--- src/rtl/hash_digest_out.sv ---
// Serializes a captured MD5 (4-word) or SHA-1 (5-word) chaining state onto a
// valid/ready word stream, byte-reversing MD5 words when MD5_BYTE_SWAP is set.
module hash_digest_out #(
    parameter int STATE_DWIDTH  = 32,
    parameter int MD5_BYTE_SWAP = 1
) (
    input  logic                    Clk,
    input  logic                    Rst,
    input  logic                    msgDgstVld,
    input  logic                    ShaMode,
    input  logic [STATE_DWIDTH-1:0] MuxedStateAComb,
    input  logic [STATE_DWIDTH-1:0] MuxedStateBComb,
    input  logic [STATE_DWIDTH-1:0] MuxedStateCComb,
    input  logic [STATE_DWIDTH-1:0] MuxedStateDComb,
    input  logic [STATE_DWIDTH-1:0] MuxedStateEComb,
    output logic [STATE_DWIDTH-1:0] DgstOut,
    output logic                    DgstOutVld,
    input  logic                    DgstOutRdy,
    output logic                    DgstOutLast,
    output logic                    DgstBusy,
    output logic                    DgstOvfl
);

    localparam int NBYTES = STATE_DWIDTH / 8;

    typedef enum logic {
        IDLE = 1'b0,
        SEND = 1'b1
    } state_t;

    state_t                  state_q, state_d;
    logic [2:0]              idx_q, idx_d;
    logic                    sha_q, sha_d;
    logic                    ovfl_q, ovfl_d;
    logic [STATE_DWIDTH-1:0] a_q, a_d, b_q, b_d, c_q, c_d, d_q, d_d, e_q, e_d;

    logic                    vld;
    logic                    last;
    logic                    xfer;
    logic                    capture;
    logic [STATE_DWIDTH-1:0] word_sel;

    function automatic logic [STATE_DWIDTH-1:0] byte_rev(input logic [STATE_DWIDTH-1:0] w);
        logic [STATE_DWIDTH-1:0] r;
        r = '0;
        for (int i = 0; i < NBYTES; i++) begin
            r[8*i +: 8] = w[STATE_DWIDTH-8-8*i +: 8];
        end
        return r;
    endfunction

    assign vld     = (state_q == SEND);
    assign last    = vld && (idx_q == (sha_q ? 3'd4 : 3'd3));
    assign xfer    = vld && DgstOutRdy;
    // A pulse is only taken when idle or when it lands exactly on the closing transfer.
    assign capture = msgDgstVld && ((state_q == IDLE) || (xfer && last));

    always_comb begin
        word_sel = e_q;
        case (idx_q)
            3'd0:    word_sel = a_q;
            3'd1:    word_sel = b_q;
            3'd2:    word_sel = c_q;
            3'd3:    word_sel = d_q;
            default: word_sel = e_q;
        endcase
    end

    always_comb begin
        DgstOut = '0;
        if (vld) begin
            DgstOut = (!sha_q && (MD5_BYTE_SWAP != 0)) ? byte_rev(word_sel) : word_sel;
        end
    end

    assign DgstOutVld  = vld;
    assign DgstOutLast = last;
    assign DgstBusy    = vld;
    assign DgstOvfl    = ovfl_q;

    always_comb begin
        state_d = state_q;
        idx_d   = idx_q;
        sha_d   = sha_q;
        ovfl_d  = ovfl_q;
        a_d     = a_q;
        b_d     = b_q;
        c_d     = c_q;
        d_d     = d_q;
        e_d     = e_q;
        if (capture) begin
            state_d = SEND;
            idx_d   = 3'd0;
            sha_d   = ShaMode;
            a_d     = MuxedStateAComb;
            b_d     = MuxedStateBComb;
            c_d     = MuxedStateCComb;
            d_d     = MuxedStateDComb;
            e_d     = ShaMode ? MuxedStateEComb : '0;
        end else if (xfer) begin
            if (last) begin
                state_d = IDLE;
                idx_d   = 3'd0;
            end else begin
                idx_d = idx_q + 3'd1;
            end
        end
        if (msgDgstVld && !capture) begin
            ovfl_d = 1'b1;
        end
    end

    always_ff @(posedge Clk) begin
        if (Rst) begin
            state_q <= IDLE;
            idx_q   <= 3'd0;
            sha_q   <= 1'b0;
            ovfl_q  <= 1'b0;
            a_q     <= '0;
            b_q     <= '0;
            c_q     <= '0;
            d_q     <= '0;
            e_q     <= '0;
        end else begin
            state_q <= state_d;
            idx_q   <= idx_d;
            sha_q   <= sha_d;
            ovfl_q  <= ovfl_d;
            a_q     <= a_d;
            b_q     <= b_d;
            c_q     <= c_d;
            d_q     <= d_d;
            e_q     <= e_d;
        end
    end

endmodule

--- config.mk ---
export PLATFORM = sky130hd
export DESIGN_NAME = hash_digest_out
export DESIGN_NICKNAME = d
export VERILOG_FILES = /design/src/rtl/hash_digest_out.sv
export SDC_FILE = /design/constraint.sdc
export NUM_CORES = 1
export LEC_CHECK = 0
export BUFFER_PORTS_ARGS = -buffer_cell sky130_fd_sc_hd__buf_2
export CAP_MARGIN = 20
export CORE_ASPECT_RATIO = 0.9
export CORE_MARGIN = 4
export CORE_UTILIZATION = 30
export DETAILED_ROUTE_END_ITERATION = 12
export GPL_TIMING_DRIVEN = 1
export PLACE_DENSITY = 0.54
export SYNTH_ARGS = -nofsm -noshare
export SYNTH_HDL_FRONTEND = slang
export SYNTH_SLANG_ARGS = --single-unit
--- constraint.sdc ---
create_clock -name Clk -period 2.6 [get_ports Clk]
set_input_delay 0.26 -clock Clk [delete_from_list [all_inputs] [get_ports Clk]]
set_output_delay 0.26 -clock Clk [all_outputs]
set_load 0.05 [all_outputs]
==> results.md <==
- Status: finished, violations left
- Failing checks: setup timing
- Critical Path Start Type: flip-flop
- Antenna violations before repair: 0
- Reg-to-Reg End: a_q[6]$_SDFFE_PP0P_
- Post-synth top flop: dfxtp_1
- Number of flops mapped to enable cells by yosys: 0
- Crit path max fanout: 32
- Yosys top cell area share: 39.9%
- Finished Layout Cells: 1,556
- CTS Root Cell: clkbuf_16
- Sequential power share: 41.6%
- Avg Inst Size Synth: 8.12 um2
- Std-Cell Rows: 57
- Syn_nets: 1,195
- Grt total ovfl: 0
- Dpl ws: -285 ps
- Syn Inst Count: 1,025
- IO Pins: 201
- Post-placement cell count: 1,495
- Fmax: 336 MHz
- ANT cells: 0
- Switching power: 2.00 mW
- CTS buffer count: 17
- Hold Buf Count CTS: 0
- Int Power: 4.67 mW
- Warnings from Yosys: 0
- Worst-path clk slew: 70 ps
- Top post-synthesis cells by area: dfxtp_1 (40%), o211ai_1 (12%), a21oi_1 (9.8%)
- Clk_skew: 7.26 ps
- Total Neg Setup Slack: -8180 ps
- Slew HR: 46.4%
- GP Congestion: 0.834
- Die area: 30,500 um2
- Worst skew pair latency: 430 ps
- DR iter-0 viols: 977
- Core area: 27,200 um2
- Least-Margin Pin Slew: 805 ps
- Buffers added on ports: 200
- Static leakage: 4.12 nW
- 1st-pass router iterations: 9
- Initial core utilization: 30.6%
- CP peak stage delay: 670 ps
- Slew Viols, Final: 0
- Largest net degree at the start of global routing: 129
- Post-synthesis sequential area ratio: 39.9%
- Crit-path cells: inv_4, ha_2, buf_12, a222oi_1, nor2_1, a211oi_2, buf_4, o32ai_4, buf_6
- Placed instance area: 10,300 um2
- Final Hold Viols: 0
- Drt drc: 0
- Crit Path Category: flip-flop to output port
- RSZ-0062 raised after global routing: yes
- Critical path capture point type: output port
- WL/cell: 22.4 um
- Yosys top cell by area: dfxtp_1
- Power per Cell Area: 564 nW/um2
- Total GRT Usage: 21.8%
- Worst vdd ir: 0.445 mV
- Worst R2R Setup Slack: 310 ps
- Sw frac: 30.0%
- Post-layout worst setup margin: -378 ps
- CTS sink count: 166
- Share of layout cells above drive strength 1: 32.9%
- RR Startpoint: idx_q[2]$_SDFFE_PP0P_
- Worst setup path end: DgstOut[17]
- Most common library cell in the layout ignoring fill and taps: buf_2
- Final instance area: 11,800 um2
- Fraction of registers with async set/reset: 0%
- Synth unique cells: 28
- CTS tree: yes
- Vias: 9,235
- H-Tree Depth: 4
- Crit path required time: 2340 ps
- Comb power frac: 19.7%
- Tcrit/Tclk final: 115%
- HPWL Detailed: 23,100 um
- Max cap viols: 0
- Vias per cell: 5.94
- Most frequent cells in the layout: buf_2 (167), dfxtp_1 (164), a21oi_1 (163)
- FF-to-FF path depth: 6
- Mapped cell area: 8320 um2
- Routed WL: 34,800 um
- Total power: 6.66 mW
- Vias in the first global route: 8,894
- Crit-path slowest cell: a222oi_1
- Nets: 1,359
- Synth Register Bits: 166
- Clock share of power: 38.7%
- ANT nets after route: 0
- Max clock buf depth: 2
- CP startpoint: idx_q[1]$_SDFFE_PP0P_
- First-pass GRT wire length: 52,700 um
- Final Critical Period: 2980 ps
- Die W: 184 um
- Area grow syn2layout: 42.0%
- Critical Path AT: 2720 ps
- Final setup viols: 32
- Die Y-Extent: 166 um
- Hold crit path type: primary input to flip-flop
power groups by stage:
| stage | clock network [mW] | logic (mW) | registers (mW) |
|---|---|---|---|
| 2_1_floorplan | 0 | 0.732 | 2.79 |
| 3_3_place_gp | 0 | 1.16 | 2.82 |
| 3_5_place_dp | 0 | 1.18 | 2.82 |
| 4_1_cts | 2.61 | 1.29 | 2.77 |
| 5_1_grt | 2.71 | 1.41 | 2.78 |
| 6_report | 2.58 | 1.31 | 2.77 |
worst min path at each step:
stage                                     start                    end  cells after the start
after floorplan             MuxedStateEComb[31]   e_q[31]$_SDFFE_PP0P_                      2
after global placement    DgstOvfl$_SDFFE_PP0P_  DgstOvfl$_SDFFE_PP0P_                      2
after detailed placement  DgstOvfl$_SDFFE_PP0P_  DgstOvfl$_SDFFE_PP0P_                      2
after CTS                   MuxedStateCComb[27]   c_q[27]$_SDFFE_PP0P_                      3
after global routing        MuxedStateCComb[19]   c_q[19]$_SDFFE_PP0P_                      3
final                       MuxedStateDComb[24]   d_q[24]$_SDFFE_PP0P_                      3
routing by layer:
metal	global-route usage [%]	wire (um)	vias up
met1	29.7	15000	4524
met2	34.9	16700	338
li1	-	-	4332
met5	0	0	-
met4	6.02	717	0
met3	4.64	2450	41
cells in the mapped netlist, drive strengths merged (2+ instances only):
master   number
dfxtp       166
a21oi       163
nand3       161
o211ai      130
clkbuf      107
nor2         68
buf          40
a211oi       34
o21ai        33
a222oi       32
o2111ai      32
o32ai        32
ha            5
inv           5
nand2         5
nor3          3
and4bb        2
nand2b        2
worst max-delay path, delay by kind of cell, from the launching register on:
family	cells	cell delay, ps
AO/OA/AOI/OAI	3	950
adder cells (fa/ha/maj)	1	200
buffers and inverters	4	570
flip-flops	1	390
AND/OR/NAND/NOR	1	170
state kept, by name (all words and copies together), names as in the netlist:
name and count:
DgstBusy 1, DgstOvfl 1, a_q 32, b_q 32
c_q 32, d_q 32, e_q 32, idx_q 3
sha_q 1
metrics by stage:
step	hold slack [ps]	utilization, %
after detailed placement	445	38.1
after global routing	90.8	43.5
after floorplan	423	-
final	97.0	43.5
after CTS	86.8	42.9
after global placement	450	38.0
logic make-up (layout without fill, tap and decap cells):
logic type	count (synthesis)	in the layout	synth area share (%)
muxes	1	1	0.120
adders and majority gates	5	5	0.752
and+or+nand+nor	241	241	13.7
AOI/OAI and AO/OA	460	461	37.8
buffers and inverters	152	328	7.76
DFF	166	166	39.9
timing repair:
action / 4_1_cts / 5_1_grt
pin swaps: 35 / 26
setup endpoints to repair: 32 / 32
resized for setup: 129 / 23
gates cloned: 7 / 4
setup buffers: 16 / 4
layout make-up:
| class | instances | area, um2 |
|---|---|---|
| Clock inverter | 13 | 148 |
| Inverter | 5 | 26.3 |
| Tap cell | 354 | 443 |
| Clock buffer | 19 | 443 |
| Sequential cell | 166 | 3330 |
| Fill cell | 2697 | 15400 |
| Multi-Input combinational cell | 708 | 5120 |
| Timing Repair Buffer | 291 | 2300 |
No activity file was read; power rests on OpenSTA's default activity.
